--- src/rtl/spram_arb_pkg.sv ---
// Shared types and defaults for the two-requester single-port RAM arbiter.
//   owner_t    : who currently owns the RAM port (nobody, A or B)
//   ID_A/ID_B  : one-bit requester ids carried with read tags
//   tie_winner : round-robin pick used whenever ownership is re-decided
package spram_arb_pkg;

    typedef enum logic [1:0] {
        OWN_IDLE = 2'd0,
        OWN_A    = 2'd1,
        OWN_B    = 2'd2
    } owner_t;

    localparam logic ID_A = 1'b0;
    localparam logic ID_B = 1'b1;

    localparam int DEF_AW        = 4;
    localparam int DEF_DW        = 8;
    localparam int DEF_RD_LAT    = 1;
    localparam int DEF_MAX_BURST = 4;

    // Round-robin choice: a lone requester wins, a tie goes to whoever was not granted last.
    function automatic owner_t tie_winner(input logic a_valid, input logic b_valid,
                                          input logic last_gnt);
        owner_t w;
        if (a_valid && b_valid) begin
            w = (last_gnt == ID_A) ? OWN_B : OWN_A;
        end else if (a_valid) begin
            w = OWN_A;
        end else if (b_valid) begin
            w = OWN_B;
        end else begin
            w = OWN_IDLE;
        end
        return w;
    endfunction

endpackage

--- src/rtl/spram_rsp_tracker.sv ---
// Read-response tracker: carries a (read, requester id) tag alongside each issued read
// and, when the RAM data for that read is due, captures ram_dout into the issuer's
// response register.
//   clk, rst_n        : clock, synchronous active-low reset
//   issue_rd, issue_id: a read was accepted this cycle, and by whom
//   ram_dout          : RAM read data
//   a_rsp_* / b_rsp_* : per-requester one-cycle valid pulse and held data
module spram_rsp_tracker
    import spram_arb_pkg::*;
#(
    parameter int DW     = DEF_DW,
    parameter int RD_LAT = DEF_RD_LAT
) (
    input  logic          clk,
    input  logic          rst_n,
    input  logic          issue_rd,
    input  logic          issue_id,
    input  logic [DW-1:0] ram_dout,
    output logic          a_rsp_valid,
    output logic [DW-1:0] a_rsp_data,
    output logic          b_rsp_valid,
    output logic [DW-1:0] b_rsp_data
);

    // Stage k holds the tag of the read accepted k cycles ago; the last stage lines up
    // with the cycle in which ram_dout carries that read's data.
    localparam int DEPTH = RD_LAT + 1;

    logic [DEPTH-1:0] vld_r;
    logic [DEPTH-1:0] id_r;
    logic             due_a_s;
    logic             due_b_s;

    assign due_a_s = vld_r[DEPTH-1] && (id_r[DEPTH-1] == ID_A);
    assign due_b_s = vld_r[DEPTH-1] && (id_r[DEPTH-1] == ID_B);

    // Tag shift register; reset drops every read still in flight.
    always_ff @(posedge clk) begin
        if (!rst_n) begin
            vld_r <= '0;
            id_r  <= '0;
        end else begin
            vld_r <= {vld_r[DEPTH-2:0], issue_rd};
            id_r  <= {id_r[DEPTH-2:0], issue_id};
        end
    end

    // Response demux: pulse valid for the issuer and capture data, otherwise hold data.
    always_ff @(posedge clk) begin
        if (!rst_n) begin
            a_rsp_valid <= 1'b0;
            a_rsp_data  <= '0;
            b_rsp_valid <= 1'b0;
            b_rsp_data  <= '0;
        end else begin
            a_rsp_valid <= due_a_s;
            b_rsp_valid <= due_b_s;
            if (due_a_s) begin
                a_rsp_data <= ram_dout;
            end else begin
                a_rsp_data <= a_rsp_data;
            end
            if (due_b_s) begin
                b_rsp_data <= ram_dout;
            end else begin
                b_rsp_data <= b_rsp_data;
            end
        end
    end

endmodule

--- src/rtl/spram_arbiter.sv ---
// Two-requester arbiter/sequencer for one single-port RAM (sync write, registered read).
// Grants the RAM port round-robin with an optional bounded burst lock, registers the
// accepted command onto the RAM port, and routes read data back to the issuer.
//   clk, rst_n              : clock, synchronous active-low reset
//   a_valid/a_we/a_lock/a_addr/a_wdata, a_ready : requester A command handshake
//   a_rsp_valid/a_rsp_data  : requester A read response
//   b_*                     : identical set for requester B
//   ram_we/ram_addr/ram_din : registered RAM port, ram_dout : RAM read data
module spram_arbiter
    import spram_arb_pkg::*;
#(
    parameter int AW        = DEF_AW,
    parameter int DW        = DEF_DW,
    parameter int RD_LAT    = DEF_RD_LAT,
    parameter int MAX_BURST = DEF_MAX_BURST
) (
    input  logic          clk,
    input  logic          rst_n,
    input  logic          a_valid,
    input  logic          a_we,
    input  logic          a_lock,
    input  logic [AW-1:0] a_addr,
    input  logic [DW-1:0] a_wdata,
    output logic          a_ready,
    output logic          a_rsp_valid,
    output logic [DW-1:0] a_rsp_data,
    input  logic          b_valid,
    input  logic          b_we,
    input  logic          b_lock,
    input  logic [AW-1:0] b_addr,
    input  logic [DW-1:0] b_wdata,
    output logic          b_ready,
    output logic          b_rsp_valid,
    output logic [DW-1:0] b_rsp_data,
    output logic          ram_we,
    output logic [AW-1:0] ram_addr,
    output logic [DW-1:0] ram_din,
    input  logic [DW-1:0] ram_dout
);

    localparam int            CW      = (MAX_BURST > 1) ? $clog2(MAX_BURST) : 1;
    localparam logic [CW-1:0] CNT_MAX = CW'(MAX_BURST - 1);

    owner_t        state_r;
    owner_t        state_nxt_s;
    logic          last_gnt_r;
    logic [CW-1:0] burst_cnt_r;
    logic [CW-1:0] burst_cnt_nxt_s;
    logic          keep_s;
    logic          issue_rd_s;
    logic          issue_id_s;

    // Owner register: state, burst length and round-robin memory (A wins the first tie).
    always_ff @(posedge clk) begin
        if (!rst_n) begin
            state_r     <= OWN_IDLE;
            burst_cnt_r <= '0;
            last_gnt_r  <= ID_B;
        end else begin
            state_r     <= state_nxt_s;
            burst_cnt_r <= burst_cnt_nxt_s;
            if (state_nxt_s == OWN_A) begin
                last_gnt_r <= ID_A;
            end else if (state_nxt_s == OWN_B) begin
                last_gnt_r <= ID_B;
            end else begin
                last_gnt_r <= last_gnt_r;
            end
        end
    end

    // Next owner: a locking owner keeps the port until its burst budget runs out while
    // the other side waits; otherwise fall back to the round-robin tie rule.
    // The next owner is exactly the requester granted this cycle.
    always_comb begin
        state_nxt_s = OWN_IDLE;
        keep_s      = 1'b0;
        case (state_r)
            OWN_A: begin
                if (a_valid && a_lock && ((burst_cnt_r < CNT_MAX) || !b_valid)) begin
                    state_nxt_s = OWN_A;
                    keep_s      = 1'b1;
                end else begin
                    state_nxt_s = tie_winner(a_valid, b_valid, last_gnt_r);
                end
            end
            OWN_B: begin
                if (b_valid && b_lock && ((burst_cnt_r < CNT_MAX) || !a_valid)) begin
                    state_nxt_s = OWN_B;
                    keep_s      = 1'b1;
                end else begin
                    state_nxt_s = tie_winner(a_valid, b_valid, last_gnt_r);
                end
            end
            OWN_IDLE: begin
                state_nxt_s = tie_winner(a_valid, b_valid, last_gnt_r);
            end
            default: begin
                state_nxt_s = tie_winner(a_valid, b_valid, last_gnt_r);
            end
        endcase
    end

    // Burst length: counts locked re-grants (saturating), cleared by any other decision.
    always_comb begin
        burst_cnt_nxt_s = '0;
        if (keep_s && (burst_cnt_r != CNT_MAX)) begin
            burst_cnt_nxt_s = burst_cnt_r + CW'(1);
        end else if (keep_s) begin
            burst_cnt_nxt_s = burst_cnt_r;
        end else begin
            burst_cnt_nxt_s = '0;
        end
    end

    // Grant outputs; held low during reset so no command is accepted then.
    always_comb begin
        a_ready = 1'b0;
        b_ready = 1'b0;
        if (rst_n) begin
            a_ready = (state_nxt_s == OWN_A);
            b_ready = (state_nxt_s == OWN_B);
        end else begin
            a_ready = 1'b0;
            b_ready = 1'b0;
        end
    end

    // RAM port register: write enable is a one-cycle pulse, address/data hold when idle.
    always_ff @(posedge clk) begin
        if (!rst_n) begin
            ram_we   <= 1'b0;
            ram_addr <= '0;
            ram_din  <= '0;
        end else if (a_ready) begin
            ram_we   <= a_we;
            ram_addr <= a_addr;
            ram_din  <= a_wdata;
        end else if (b_ready) begin
            ram_we   <= b_we;
            ram_addr <= b_addr;
            ram_din  <= b_wdata;
        end else begin
            ram_we   <= 1'b0;
            ram_addr <= ram_addr;
            ram_din  <= ram_din;
        end
    end

    assign issue_rd_s = (a_ready && !a_we) || (b_ready && !b_we);
    assign issue_id_s = b_ready ? ID_B : ID_A;

    spram_rsp_tracker #(
        .DW     (DW),
        .RD_LAT (RD_LAT)
    ) u_rsp (
        .clk         (clk),
        .rst_n       (rst_n),
        .issue_rd    (issue_rd_s),
        .issue_id    (issue_id_s),
        .ram_dout    (ram_dout),
        .a_rsp_valid (a_rsp_valid),
        .a_rsp_data  (a_rsp_data),
        .b_rsp_valid (b_rsp_valid),
        .b_rsp_data  (b_rsp_data)
    );

endmodule

--- config.mk ---
export PLATFORM = sky130hd
export DESIGN_NAME = spram_arbiter
export DESIGN_NICKNAME = d
export VERILOG_FILES = /design/src/rtl/spram_arb_pkg.sv /design/src/rtl/spram_rsp_tracker.sv /design/src/rtl/spram_arbiter.sv
export SDC_FILE = /design/constraint.sdc
export NUM_CORES = 1
export LEC_CHECK = 0
export CAP_MARGIN = 20
export CORE_MARGIN = 4
export CORE_UTILIZATION = 47
export CTS_BUF_LIST = sky130_fd_sc_hd__clkbuf_8
export CTS_CLUSTER_DIAMETER = 80
export DETAILED_ROUTE_END_ITERATION = 8
export HOLD_SLACK_MARGIN = 0.1
export PLACE_DENSITY_LB_ADDON = 0.3
export SETUP_SLACK_MARGIN = 0.5
export SLEW_MARGIN = 20
export SYNTH_ARGS = -nofsm -noshare
export SYNTH_HDL_FRONTEND = slang
export SYNTH_HIERARCHICAL = 1
export SYNTH_SLANG_ARGS = --single-unit
--- constraint.sdc ---
create_clock -name clk -period 5.8 [get_ports clk]
set_input_delay 1.16 -clock clk [delete_from_list [all_inputs] [get_ports clk]]
set_output_delay 1.16 -clock clk [all_outputs]
set_load 0.005 [all_outputs]
==> reports/results.txt <==
Mapped Area = 0.00174 mm²
F_max = 220 MHz
CTS tree = done
Global-route wire length before repair = 5990 µm
Origin of the critical flop-to-flop path = state_r[0]$_SDFF_PN0_
Clk buf depth = 2
Avg Inst Size Synth = 9.78 µm²
Worst-path fanout max = 14
DRT Wirelength = 3740 µm
Antenna violations before repair = 0
Fin nets = 293
Synth area leaders = dfxtp_1 (46%), mux2i_1 (17%), nand2_1 (9.3%)
Fin crit share = 0.782
Post-route ant nets = 0
Die Width = 68.9 µm
Slew Limit Headroom = 0.319
Number of global-route vias before repair = 1386
Sink Count = 40
Area growth, synth to finish = 46.4%
Pwr Density = 257 mW/mm²
Setup CP Type = in -> out
Hold/Removal Path Class = reg -> reg
I/O pin count = 73
Clk slew on worst S/H paths = 0.07 ns
MaxCap Viol Count = 0
RSZ-0062 raised after global routing = false
Post-cts repair resize count = 0
Slew @ Worst Pin = 1.02 ns
Drt pass-1 iters = 4
VDD IR max = 0.149 mV
N_diodes = 0
Final hold violation count = 0
Gr usage total = 0.172
Clk_skew = 0.00435 ns
HPWL after DPL = 2840 µm
Drt wl/cell = 12.7 µm
Worst hold endpoint = u_rsp/id_r[1]$_SDFF_PN0_
Yosys reg bits = 40
Vias post-DR = 1421
Largest net degree at the start of global routing = 45
Site Rows = 21
Total gr overflow = 0
Hold path startpoint = u_rsp/id_r[0]$_SDFF_PN0_
Min-Delay Path Depth = 1
# H-tree levels = 2
CTS Root Cell = clkbuf_8
Top-area cell type share of the netlist area = 0.460
Pins Over Slew Limit = 0
Flop-to-flop setup slack = 3.48 ns
Status = finished, final reports clean
Gp weighted congestion = 0.785
DR iter-0 viols = 66
Setup Fix Bufs, Post-CTS = 0
Residual DRC = 0
Core footprint = 0.00344 mm²
Sequential area share after synthesis = 0.460
Hold-fix buffers, CTS = 0
Die Height = 68.9 µm
Distinct cells, synth = 28
Setup TNS = 0 ns
CP arrival = 3.38 ns
Final core occ = 0.740
Fill cells = 278
Initial Utilization = 0.506
CP max stage delay = 0.53 ns
R2r worst-path depth = 11
Overall power = 0.656 mW
Top cell type by total area after synthesis = dfxtp_1
Slowest cell on crit path = clkdlybuf4s50_1
Die area = 0.00474 mm²
Crit-path cells = clkdlybuf4s50_1 > nand2b_1 > and3b_1 > a211o_1 > inv_1 > ha_1 > buf_4 > nand2_1 > inv_1 > clkdlybuf4s50_1
Worst Path Required = 4.64 ns
CTS buffer count = 5
Final setup viols = 0
CP startpoint kind = input port
Share of cells above drive strength 1 = 0.0484
Leakage = 1.09 nW
Worst setup EP type = output pin
I/O Buffers = 72
Synthesis Warnings = 6
DR vias/cell = 4.83
Synthesized net count = 223
Worst-skew pair later-pin latency = 0.29 ns
RR Endpoint = ram_addr[3]$_SDFFE_PN0P_
Post-Syn Instances = 178
Shortest period the worst path allows = 4.54 ns
-- synth_stat cells --
cell type,count
dfxtp_1,40
buf_2,5
a2bb2oi_2,1
and4_1,1
a211o_1,1
nor2b_1,2
clkbuf_1,3
nand2_1,43
nand2b_1,1
nand3_1,1
nor2_2,1
mux2i_1,30
nor4b_2,1
and3_1,2
o21ai_0,2
and2_1,10
inv_1,6
ha_1,5
o21ai_1,1
xor2_1,1
o211a_1,12
inv_2,1
nor2_1,2
o22ai_1,1
and3b_1,1
a21boi_0,1
buf_4,2
buf_6,1
-- cells by family (layout without fill, tap and decap cells) --
family | Yosys count | after routing | share of synthesized area
simple gates | 65 | 65 | 0.176
fa+ha+maj | 5 | 5 | 0.0359
buf+inv | 18 | 88 | 0.0510
xor+xnor | 1 | 1 | 0.00503
mux | 30 | 30 | 0.173
compound gates | 19 | 19 | 0.0992
flops | 40 | 40 | 0.460
-- per-stage QoR --
stage	area (µm²)	setup slack [ns]	hold WS [ns]	instances
after floorplan	1740	2.28	0.412	178
after detailed placement	2470	1.25	0.419	287
final	2550	1.26	0.430	294
after CTS	2550	1.25	0.432	294
after global placement	2470	1.28	0.417	287
after global routing	2550	1.14	0.450	294
-- where the power goes --
| part | switching [mW] | total [mW] | internal [mW] |
|---|---|---|---|
| clock network | 0.0869 | 0.167 | 0.0799 |
| logic | 0.0725 | 0.178 | 0.105 |
| registers | 0.0116 | 0.311 | 0.299 |
| total | 0.171 | 0.656 | 0.485 |
-- routing by layer --
layer  global-route usage  vias to the layer above  part of all wire  wire length, µm
met2                0.271                       54              0.45             1680
met3               0.0713                        5              0.10              383
li1                     -                      738                 -                -
met5                    0                        -                 0                0
met1                0.198                      624              0.43             1620
met4               0.0876                        0             0.016               61
-- registers in the layout, indices dropped and copies added (netlist names) --
name / cells
ram_addr: 4
u_rsp/vld_r: 2
ram_din: 8
burst_cnt_r: 2
state_r: 2
u_rsp/a_rsp_data: 8
u_rsp/id_r: 2
u_rsp/a_rsp_valid: 1
u_rsp/b_rsp_data: 8
u_rsp/b_rsp_valid: 1
ram_we: 1
last_gnt_r: 1
-- layout make-up --
cell class | count | area [µm²] | share of cell area
inverter | 7 | 26.3 | 0.0103
sequential | 40 | 801 | 0.314
tap | 46 | 57.6 | 0.0226
clock inverter | 2 | 8.76 | 0.00344
clock buffer | 5 | 68.8 | 0.0270
timing repair buffer | 74 | 736 | 0.289
multi-input combinational | 120 | 851 | 0.334
-- cells in the final DEF (no fill, tap or decap) --
master,synthesis,layout
clkbuf_8,0,5
inv_1,6,7
nand3_1,1,1
a211o_1,1,1
a21boi_0,1,1
and3_1,2,2
clkdlybuf4s50_1,0,72
nand2_1,43,43
o21ai_1,1,1
nor4b_2,1,1
and2_1,10,10
nor2_1,2,2
and3b_1,1,1
o211a_1,12,12
clkinv_2,0,1
mux2i_1,30,30
xor2_1,1,1
a2bb2oi_2,1,1
buf_4,2,2
inv_2,1,1
ha_1,5,5
nand2b_1,1,1
nor2_2,1,1
o22ai_1,1,1
o21ai_0,2,2
dfxtp_1,40,40
nor2b_1,2,2
and4_1,1,1
-- worst max-delay path: cells and delay by family --
| family | cells | cell delay [ns] |
|---|---|---|
| buf+inv | 5 | 1.41 |
| fa+ha+maj | 1 | 0.13 |
| simple gates | 3 | 0.36 |
| compound gates | 1 | 0.31 |
-- worst max-delay path by stage --
stage            start      end  cells past startpoint
2_1_floorplan  b_valid  b_ready                      9
3_3_place_gp   b_valid  b_ready                     10
3_5_place_dp   b_valid  b_ready                     10
4_1_cts        b_valid  b_ready                     10
5_1_grt        b_valid  b_ready                     10
6_report       b_valid  b_ready                     10
Power figures use the tool's default switching activity.
